[src/rtl/qlearn_pkg.sv]
// qlearn_pkg: shared widths, latencies and FSM state encoding for the Q-learning update path
package qlearn_pkg;
  localparam int DEF_S_W = 4;
  localparam int DEF_A_W = 4;
  localparam int D_W = 16;
  localparam int DEF_RD_LAT = 1;
  localparam int DEF_MAX_LAT = 1;
  localparam int DEF_UPD_LAT = 1;
  typedef enum logic [2:0] {ST_IDLE, ST_RD_OLD, ST_RD_NEXT, ST_CALC, ST_WRITE, ST_CLEAR} q_state_t;
endpackage

[src/rtl/act_onehot_dec.sv]
// act_onehot_dec: gated action index to one-hot RAM select, all-zero when out of range
module act_onehot_dec #(
  parameter int A_W = 4,
  parameter int N_ACT = 15
) (
  input  logic             en,
  input  logic [A_W-1:0]   idx,
  output logic [N_ACT-1:0] onehot
);
  for (genvar i = 0; i < N_ACT; i++) begin : g_dec
    assign onehot[i] = en && (32'(idx) == i);
  end
endmodule

[src/rtl/q_update_ctrl.sv]
// q_update_ctrl: sequences read-old, read-next, calc and write-back phases plus table-clear sweep
module q_update_ctrl
  import qlearn_pkg::*;
#(
  parameter int N_STATE = 16,
  parameter int N_ACT = 15,
  parameter int S_W = DEF_S_W,
  parameter int A_W = DEF_A_W,
  parameter int RD_LAT = DEF_RD_LAT,
  parameter int MAX_LAT = DEF_MAX_LAT,
  parameter int UPD_LAT = DEF_UPD_LAT
) (
  input  logic             clk,
  input  logic             rst_n,
  input  logic             tr_valid,
  output logic             tr_ready,
  input  logic [S_W-1:0]   tr_state,
  input  logic [A_W-1:0]   tr_action,
  input  logic [S_W-1:0]   tr_next_state,
  input  logic [D_W-1:0]   tr_reward,
  input  logic             clr_req,
  output logic [S_W-1:0]   rd_addr,
  output logic [S_W-1:0]   wr_addr,
  output logic [A_W-1:0]   act_sel,
  output logic [D_W-1:0]   reward_q,
  output logic [N_ACT-1:0] wr_en,
  output logic             wr_zero,
  output logic             old_q_ld,
  output logic             max_q_ld,
  output logic             busy,
  output logic             upd_done,
  output logic             act_err,
  output logic [31:0]      upd_count
);
  localparam int CALC_CYC = UPD_LAT < 1 ? 1 : UPD_LAT;
  localparam int CW = $clog2(N_STATE + RD_LAT + MAX_LAT + CALC_CYC);
  q_state_t state, nxt;
  logic [CW-1:0] wait_cnt, nxt_cnt;
  logic [S_W-1:0] s_q, ns_q, rd_last;
  logic [N_ACT-1:0] dec_oh;
  logic rdy_en, acc, legal, done;
  assign done = wait_cnt == '0;
  assign legal = 32'(tr_action) < N_ACT;
  assign tr_ready = rdy_en && state == ST_IDLE && !clr_req;
  assign busy = state != ST_IDLE;
  assign rd_addr = state == ST_RD_OLD ? s_q : state == ST_RD_NEXT ? ns_q : rd_last;
  assign wr_zero = state == ST_CLEAR;
  assign wr_addr = wr_zero ? S_W'(CW'(N_STATE - 1) - wait_cnt) : s_q;
  assign wr_en = wr_zero ? '1 : dec_oh;
  assign old_q_ld = state == ST_RD_OLD && done;
  assign max_q_ld = state == ST_RD_NEXT && done;
  act_onehot_dec #(.A_W(A_W), .N_ACT(N_ACT)) u_dec (
    .en(state == ST_WRITE),
    .idx(act_sel),
    .onehot(dec_oh)
  );
  // next state and phase timer; clear wins over a simultaneous transition
  always_comb begin
    nxt = state;
    nxt_cnt = done ? '0 : wait_cnt - 1'b1;
    acc = 1'b0;
    case (state)
      ST_IDLE:
        if (rdy_en && clr_req) begin
          nxt = ST_CLEAR;
          nxt_cnt = CW'(N_STATE - 1);
        end else if (rdy_en && tr_valid) begin
          acc = 1'b1;
          nxt = legal ? ST_RD_OLD : ST_IDLE;
          nxt_cnt = legal ? CW'(RD_LAT - 1) : '0;
        end
      ST_RD_OLD:
        if (done) begin
          nxt = ST_RD_NEXT;
          nxt_cnt = CW'(RD_LAT + MAX_LAT - 1);
        end
      ST_RD_NEXT:
        if (done) begin
          nxt = ST_CALC;
          nxt_cnt = CW'(CALC_CYC - 1);
        end
      ST_CALC: nxt = done ? ST_WRITE : ST_CALC;
      ST_WRITE: nxt = ST_IDLE;
      ST_CLEAR: nxt = done ? ST_IDLE : ST_CLEAR;
      default: nxt = ST_IDLE;
    endcase
  end
  // FSM state, phase timer and ready-after-reset flag
  always_ff @(posedge clk or negedge rst_n) begin
    if (!rst_n) begin
      state <= ST_IDLE;
      wait_cnt <= '0;
      rdy_en <= 1'b0;
    end else begin
      state <= nxt;
      wait_cnt <= nxt_cnt;
      rdy_en <= 1'b1;
    end
  end
  // transition capture, status pulses and update counter
  always_ff @(posedge clk or negedge rst_n) begin
    if (!rst_n) begin
      s_q <= '0;
      ns_q <= '0;
      act_sel <= '0;
      reward_q <= '0;
      rd_last <= '0;
      act_err <= 1'b0;
      upd_done <= 1'b0;
      upd_count <= '0;
    end else begin
      if (acc) begin
        s_q <= tr_state;
        ns_q <= tr_next_state;
        act_sel <= tr_action;
        reward_q <= tr_reward;
      end
      rd_last <= rd_addr;
      act_err <= acc && !legal;
      upd_done <= state == ST_WRITE;
      upd_count <= upd_count + 32'(state == ST_WRITE);
    end
  end
endmodule

[config.mk]
export PLATFORM = sky130hd
export DESIGN_NAME = q_update_ctrl
export DESIGN_NICKNAME = d
export VERILOG_FILES = /design/src/rtl/qlearn_pkg.sv /design/src/rtl/act_onehot_dec.sv /design/src/rtl/q_update_ctrl.sv
export SDC_FILE = /design/constraint.sdc
export NUM_CORES = 1
export LEC_CHECK = 0
export ABC_AREA = 1
export BUFFER_PORTS_ARGS = -buffer_cell sky130_fd_sc_hd__buf_2
export CAP_MARGIN = 40
export CORE_UTILIZATION = 50
export CTS_CLUSTER_SIZE = 28
export DETAILED_ROUTE_END_ITERATION = 10
export GPL_TIMING_DRIVEN = 0
export PLACE_DENSITY = 0.78
export SYNTH_ARGS = -nofsm -noshare
export SYNTH_HDL_FRONTEND = slang
export SYNTH_SLANG_ARGS = --single-unit
[constraint.sdc]
create_clock -name clk -period 2.5 [get_ports clk]
set_clock_uncertainty 0.2 [all_clocks]
set_input_delay 0.5 -clock clk [delete_from_list [all_inputs] [get_ports clk]]
set_output_delay 0.5 -clock clk [all_outputs]
set_load 0.03 [all_outputs]
Word-level counts from Yosys, hierarchy flattened
Index checks and enable logic that the tools add are counted.
W data, S select, Z words.
{"block": "word_totals", "in_bits": 32, "n_memories": 0, "wordCells": 87, "ram_bits": 0, "mem_bits_ro": 0, "ff_bits": 75, "latch_bits": 0, "out_inout_bits": 82}
{"block": "op_classes", "add_sub_neg": 3, "mul": 0, "magnitude_cmp": 1, "div_mod_pow": 0, "bitwise_logic": 0, "shift": 0, "n_eq_ne": 22, "n_mux": 21, "reduce_logical": 29}
{"operator": "$add A32 B1 Y32", "count": 1}
{"operator": "$eq A4 B4 Y1 const B", "count": 7}
{"operator": "$mux W5", "count": 5}
{"operator": "$logic_and A1 B1 Y1", "count": 22}
{"operator": "$mux W3", "count": 6}
{"operator": "$eq A4 B3 Y1 const B", "count": 4}
{"operator": "$mux W15", "count": 1}
{"operator": "$pmux W3 S5", "count": 1}
{"operator": "$pmux W5 S3", "count": 1}
{"operator": "$mux W4", "count": 3}
{"operator": "$eq A4 B2 Y1 const B", "count": 2}
{"operator": "$eq A3 B2 Y1 const B", "count": 2}
{"operator": "$eq A3 B3 Y1 const B", "count": 2}
{"operator": "$logic_not A5 Y1", "count": 1}
{"operator": "$sub A5 B1 Y5 const B", "count": 1}
{"operator": "$eq A4 B1 Y1 const B", "count": 1}
{"operator": "$logic_not A4 Y1", "count": 1}
{"operator": "$lt A4 B4 Y1 const B", "count": 1}
{"operator": "$mux W1", "count": 4}
{"operator": "$ne A2 B2 Y1 const B", "count": 2}
{"operator": "$sub A4 B4 Y4 const A", "count": 1}
{"operator": "$eq A3 B1 Y1 const B", "count": 1}
{"operator": "$logic_not A3 Y1", "count": 1}
{"operator": "$ne A3 B1 Y1 const B", "count": 1}
{"operator": "3 further kinds", "count": 4}

Depth between registers and ports, before layout
{"block": "logic_depth", "word_depth": 5, "ltp_mapped": 11}

By module
A second synthesis with hierarchy kept.
{"block": "unflattened", "cells_unflattened": 500, "hier_area_um2": 3946.3}
{"module": "q_update_ctrl", "n_inst": 1, "cells_per_inst": 469, "area_per_inst_um2": 3823.7}
{"module": "act_onehot_dec", "n_inst": 1, "cells_per_inst": 31, "area_per_inst_um2": 122.6}

Worst setup path before layout
Ideal clock, no wire load.
{"block": "synth_timing", "path_kind": "register to output", "start": "register state[1]", "end": "output port wr_addr[2]", "required_ps": 1800, "arrival_ps": 1899, "stages_incl_launch_ff": 7, "path_slack_ps": -99, "path_cell_list": "dfrtp_1 inv_2 nand2_1 nor2_2 inv_1 clkbuf_1 o21ai_0"}
{"block": "synth_via", "elab_chain_cells": 2}
{"item": "start: declaration", "line": "q_update_ctrl.sv:37", "rtl": "q_state_t state, nxt;"}
{"item": "start signal: assignment", "line": "q_update_ctrl.sv:95", "rtl": "state <= nxt;"}
{"item": "$eq A3 B3 Y1", "line": "q_update_ctrl.sv:47", "rtl": "assign wr_zero = state == ST_CLEAR;"}
{"item": "via wr_zero", "line": "q_update_ctrl.sv:27", "rtl": "output logic wr_zero,"}
{"item": "$mux W4", "line": "q_update_ctrl.sv:48", "rtl": "assign wr_addr = wr_zero ? S_W'(CW'(N_STATE - 1) - wait_cnt) : s_q;"}
{"item": "end: declaration", "line": "q_update_ctrl.sv:23", "rtl": "output logic [S_W-1:0] wr_addr,"}
The timed path passes the listed nets, and every way through them passes these cells.

Worst setup path after layout
{"block": "layout_timing", "start": "register state[1]", "end": "output port wr_en[8]"}
{"block": "layout_via", "elab_chain_cells": 3, "elab_cells_between_ends": 4, "classes_between": "2 x eq/ne; 1 x mux; 1 x reduce/logical"}
{"item": "$eq A3 B3 Y1", "line": "q_update_ctrl.sv:53", "rtl": ".en(state == ST_WRITE),"}
{"item": "$logic_and A1 B1 Y1", "line": "act_onehot_dec.sv:11", "rtl": "assign onehot[i] = en && (32'(idx) == i);"}
{"item": "$mux W15 (*)", "line": "q_update_ctrl.sv:49", "rtl": "assign wr_en = wr_zero ? '1 : dec_oh;"}
{"item": "end: declaration", "line": "q_update_ctrl.sv:26", "rtl": "output logic [N_ACT-1:0] wr_en,"}
Every way passes the cells marked *; elsewhere a longest branch is shown, timed or not.

==> flow_metrics.tcl <==
set metrics [dict create \
    synth-seq-area-share_pct 50.5 \
    switching_share_pct 44.6 \
    syn-num-nets 497 \
    clock_period_minus_final_worst_setup_slack_ns 2.42 \
    place.gp.congestion 0.899 \
    reg2reg_setup_slack_ns 0.19 \
    critPathArrivalTime_ns 1.72 \
    min_from "tr_state[2]" \
    globalRouteMet1Util_pct 32.3 \
    grt_busiest_layer "met2" \
    synthFlopType "sky130_fd_sc_hd__dfrtp_1" \
    antenna_found_initial 0 \
    place_ws_ns -0.387 \
    cellLeakagePower_nw 2.48 \
    finalWorstSetupSlack_ns 0.0805 \
    power_frac_seq_pct 34.5 \
    setup.worst_path.class "reg2out" \
    power.combinational.fraction_pct 45.3 \
    synth_edf_count 0 \
    gr-total-overflow 0 \
    worstSetupEndpointType "output port" \
    p_sw_mw 2.37 \
    globalRouteMet2Util_pct 45.2 \
    timing.critical_path.from_type "flop" \
    design.core.area_mm2 0.00721 \
    die_w_um 88.2 \
    path_clk_slew_ns 0.09 \
    io_pins 114 \
    cellInternalPower_mw 2.95 \
    hold_slack_ns 0.147 \
    clock-root-buffer "sky130_fd_sc_hd__clkbuf_8" \
    dr.pass1.iters 4 \
    vias_in_the_first_global_route 3420 \
    worst_r2r_endpoint "upd_count[30]" \
    slew_violations 0 \
    synthToLayoutAreaGrowth_pct 31.3 \
    layout.nets 632 \
    share_clk_of_total_power_pct 20.2 \
    numClockSinks 75 \
    synth_async_sr_flop_share_pct 100 \
    finish.instance_area_mm2 0.00488 \
    grt_setup_unrepaired "true" \
    multi_input_area_mm2 0.00167 \
    seqCellArea_mm2 0.00188 \
    routed_wl_mm 9.57 \
    hold_path.class "in2reg" \
    worst-path-max-fanout 10 \
    viasPerCell 5.02 \
    routedWlPerCell_um 13.7 \
    cts_max_level 3 \
    timing.max_cap.violations 0 \
    power.ir.vdd_worst_v 0.000769 \
    placement_rows 31 \
    drc 0 \
    instance_area_at_placement_mm2 0.00444 \
    fp.dieArea_mm2 0.00779 \
    synth_common_cells "149 x sky130_fd_sc_hd__nand2_1, 75 x sky130_fd_sc_hd__dfrtp_1, 54 x sky130_fd_sc_hd__nor2_1, 41 x sky130_fd_sc_hd__inv_1, 40 x sky130_fd_sc_hd__o21ai_0" \
    netlist.area_leader.share_pct 50.5 \
    r2r_cells 12 \
    globalRouteMet3Util_pct 6.53 \
    grt_util_all_layers_pct 26.5 \
    drt.antenna.violating_nets 0 \
    clock_network_latency_to_the_later_pin_of_the_worst_skew_pair_ns 0.36 \
    insertedDiodeCount 0 \
    post_route_cells_drive_above_1_share_pct 29.1 \
    setup-violations-final 0 \
    synthMostInstantiatedCell "sky130_fd_sc_hd__nand2_1" \
    initial_utilization_pct 51.5 \
    grt_first_pass_wirelength_mm 15.6 \
    mapped_cells 462 \
    outcome "finished, final reports clean" \
    max_clock_freq_mhz 413 \
    hold_depth 3 \
    final_core_util_pct 67.7 \
    synth_unique_cells 26 \
    synth_area_mm2 0.00372 \
    pin_count_of_the_biggest_net_entering_global_routing 55 \
    worstReg2RegStart "state[0]" \
    cts_buffers 9 \
    dpl.cell_count 675 \
    synth_seq_cells 75 \
    ys_top_cells_by_area "sky130_fd_sc_hd__dfrtp_1 50%, sky130_fd_sc_hd__nand2_1 15%, sky130_fd_sc_hd__nor2_1 5.5%" \
    syn-mean-instance-area_um2 8.05 \
    synth_top_cell_by_area "sky130_fd_sc_hd__dfrtp_1" \
    timing.hold.worst_endpoint "s_q[2]" \
    worst-endpoint-required_ns 1.80 \
    tritoncts "yes" \
    number_of_endpoints_with_negative_hold_slack_in_the_final_report 0 \
    power_density_mw_per_mm2 1090 \
    route.vias.total 3517 \
    die_height_um 88.2 \
    clock_tree.buffer_depth 2 \
    synthesis.yosys.warnings 0 \
    post-route-period-util_pct 96.8 \
    port_buffers 113 \
    layout.filler_cells 632 \
    1st_iter_drt_viols 135 \
    stdcell_count 701 \
    dp_hpwl_mm 7.12 \
]
-- stage by stage --
step	TNS (ns)	power, mW
floorplan	-0.199	3.32
finish	0	5.32
detailed placement	-4.13	3.99
global placement	-2.90	3.92
CTS	0	5.21
global route	-0.0245	5.64
-- area by class of cell --
cell class,count,share of cell area (%)
clock buffers,11,2.90
well taps,99,2.54
plain buffers,10,1.64
inverters,45,3.56
flip-flops and latches,75,38.5
repair buffers,124,14.9
multi-input cells,332,34.2
clock inverters,5,1.74
-- placed cells by master, fill, tap and decap left out, drive strengths merged --
cell         instances
a21oi                3
and3                 2
buf                131
bufinv               2
clkbuf              13
clkinv               1
clkinvlp             1
conb                 1
dfrtp               75
dlygate4sd3          1
ha                   3
inv                 46
nand2              150
nand3               15
nand3b              13
nand4                3
nor2                59
nor3                 2
o21ai               62
xnor2                8
xor2                11
-- routing by layer --
metal	vias to the layer above	routed length (um)
li1	1734	-
met1	1641	4110
met2	125	4650
met3	17	622
met4	0	184
met5	-	0
-- worst max-delay path by stage --
stage               depth (start not counted)       endpoint  startpoint
finish                                      7       wr_en[8]    state[1]
floorplan                                   6     wr_addr[2]    state[1]
CTS                                         7     rd_addr[2]    state[0]
global route                                7     rd_addr[2]    state[0]
detailed placement                         10  upd_count[30]    state[0]
global placement                           10  upd_count[30]    state[0]
-- timing repair --
action | CTS | global route
gates resized for setup | 19 | 35
hold buffers | 1 | 0
hold endpoints to repair | 21 | 0
endpoints found under the setup margin | 39 | 26
pin swaps | 2 | 3
setup buffers | 6 | 3
-- critical path, cell delays in order (launching register included) --
cell and delay [ns]:
sky130_fd_sc_hd__dfrtp_2 0.48, sky130_fd_sc_hd__inv_4 0.11, sky130_fd_sc_hd__nand2_1 0.08, sky130_fd_sc_hd__nor2_4 0.14, sky130_fd_sc_hd__inv_1 0.06, sky130_fd_sc_hd__clkbuf_2 0.17
sky130_fd_sc_hd__o21ai_0 0.10, sky130_fd_sc_hd__buf_2 0.23
-- flip-flops by register name (all words and copies together), names as in the netlist --
register   flops
act_err        1
act_sel        4
ns_q           4
rd_last        4
rdy_en         1
reward_q      16
s_q            4
state          3
upd_count     32
upd_done       1
wait_cnt       5
-- power groups by stage --
| stage | clock, mW | combinational, mW | sequential, mW |
|---|---|---|---|
| after global placement | 0 | 2.12 | 1.81 |
| final | 1.07 | 2.41 | 1.83 |
| after CTS | 1.09 | 2.31 | 1.82 |
| after detailed placement | 0 | 2.17 | 1.81 |
| after global routing | 1.14 | 2.62 | 1.88 |
| after floorplan | 0 | 1.16 | 2.16 |
-- logic make-up after synthesis --
logic type / after synthesis / share of synthesized area (%)
buffers and inverters: 55 / 6.56
adders and majority gates: 3 / 1.01
xor gates and xnor gates: 19 / 4.48
other: 1 / 0.101
AOI/OAI and AO/OA: 65 / 8.85
DFF: 75 / 50.5
and+or+nand+nor: 244 / 28.5
No activity file was read; power rests on OpenSTA's default activity.
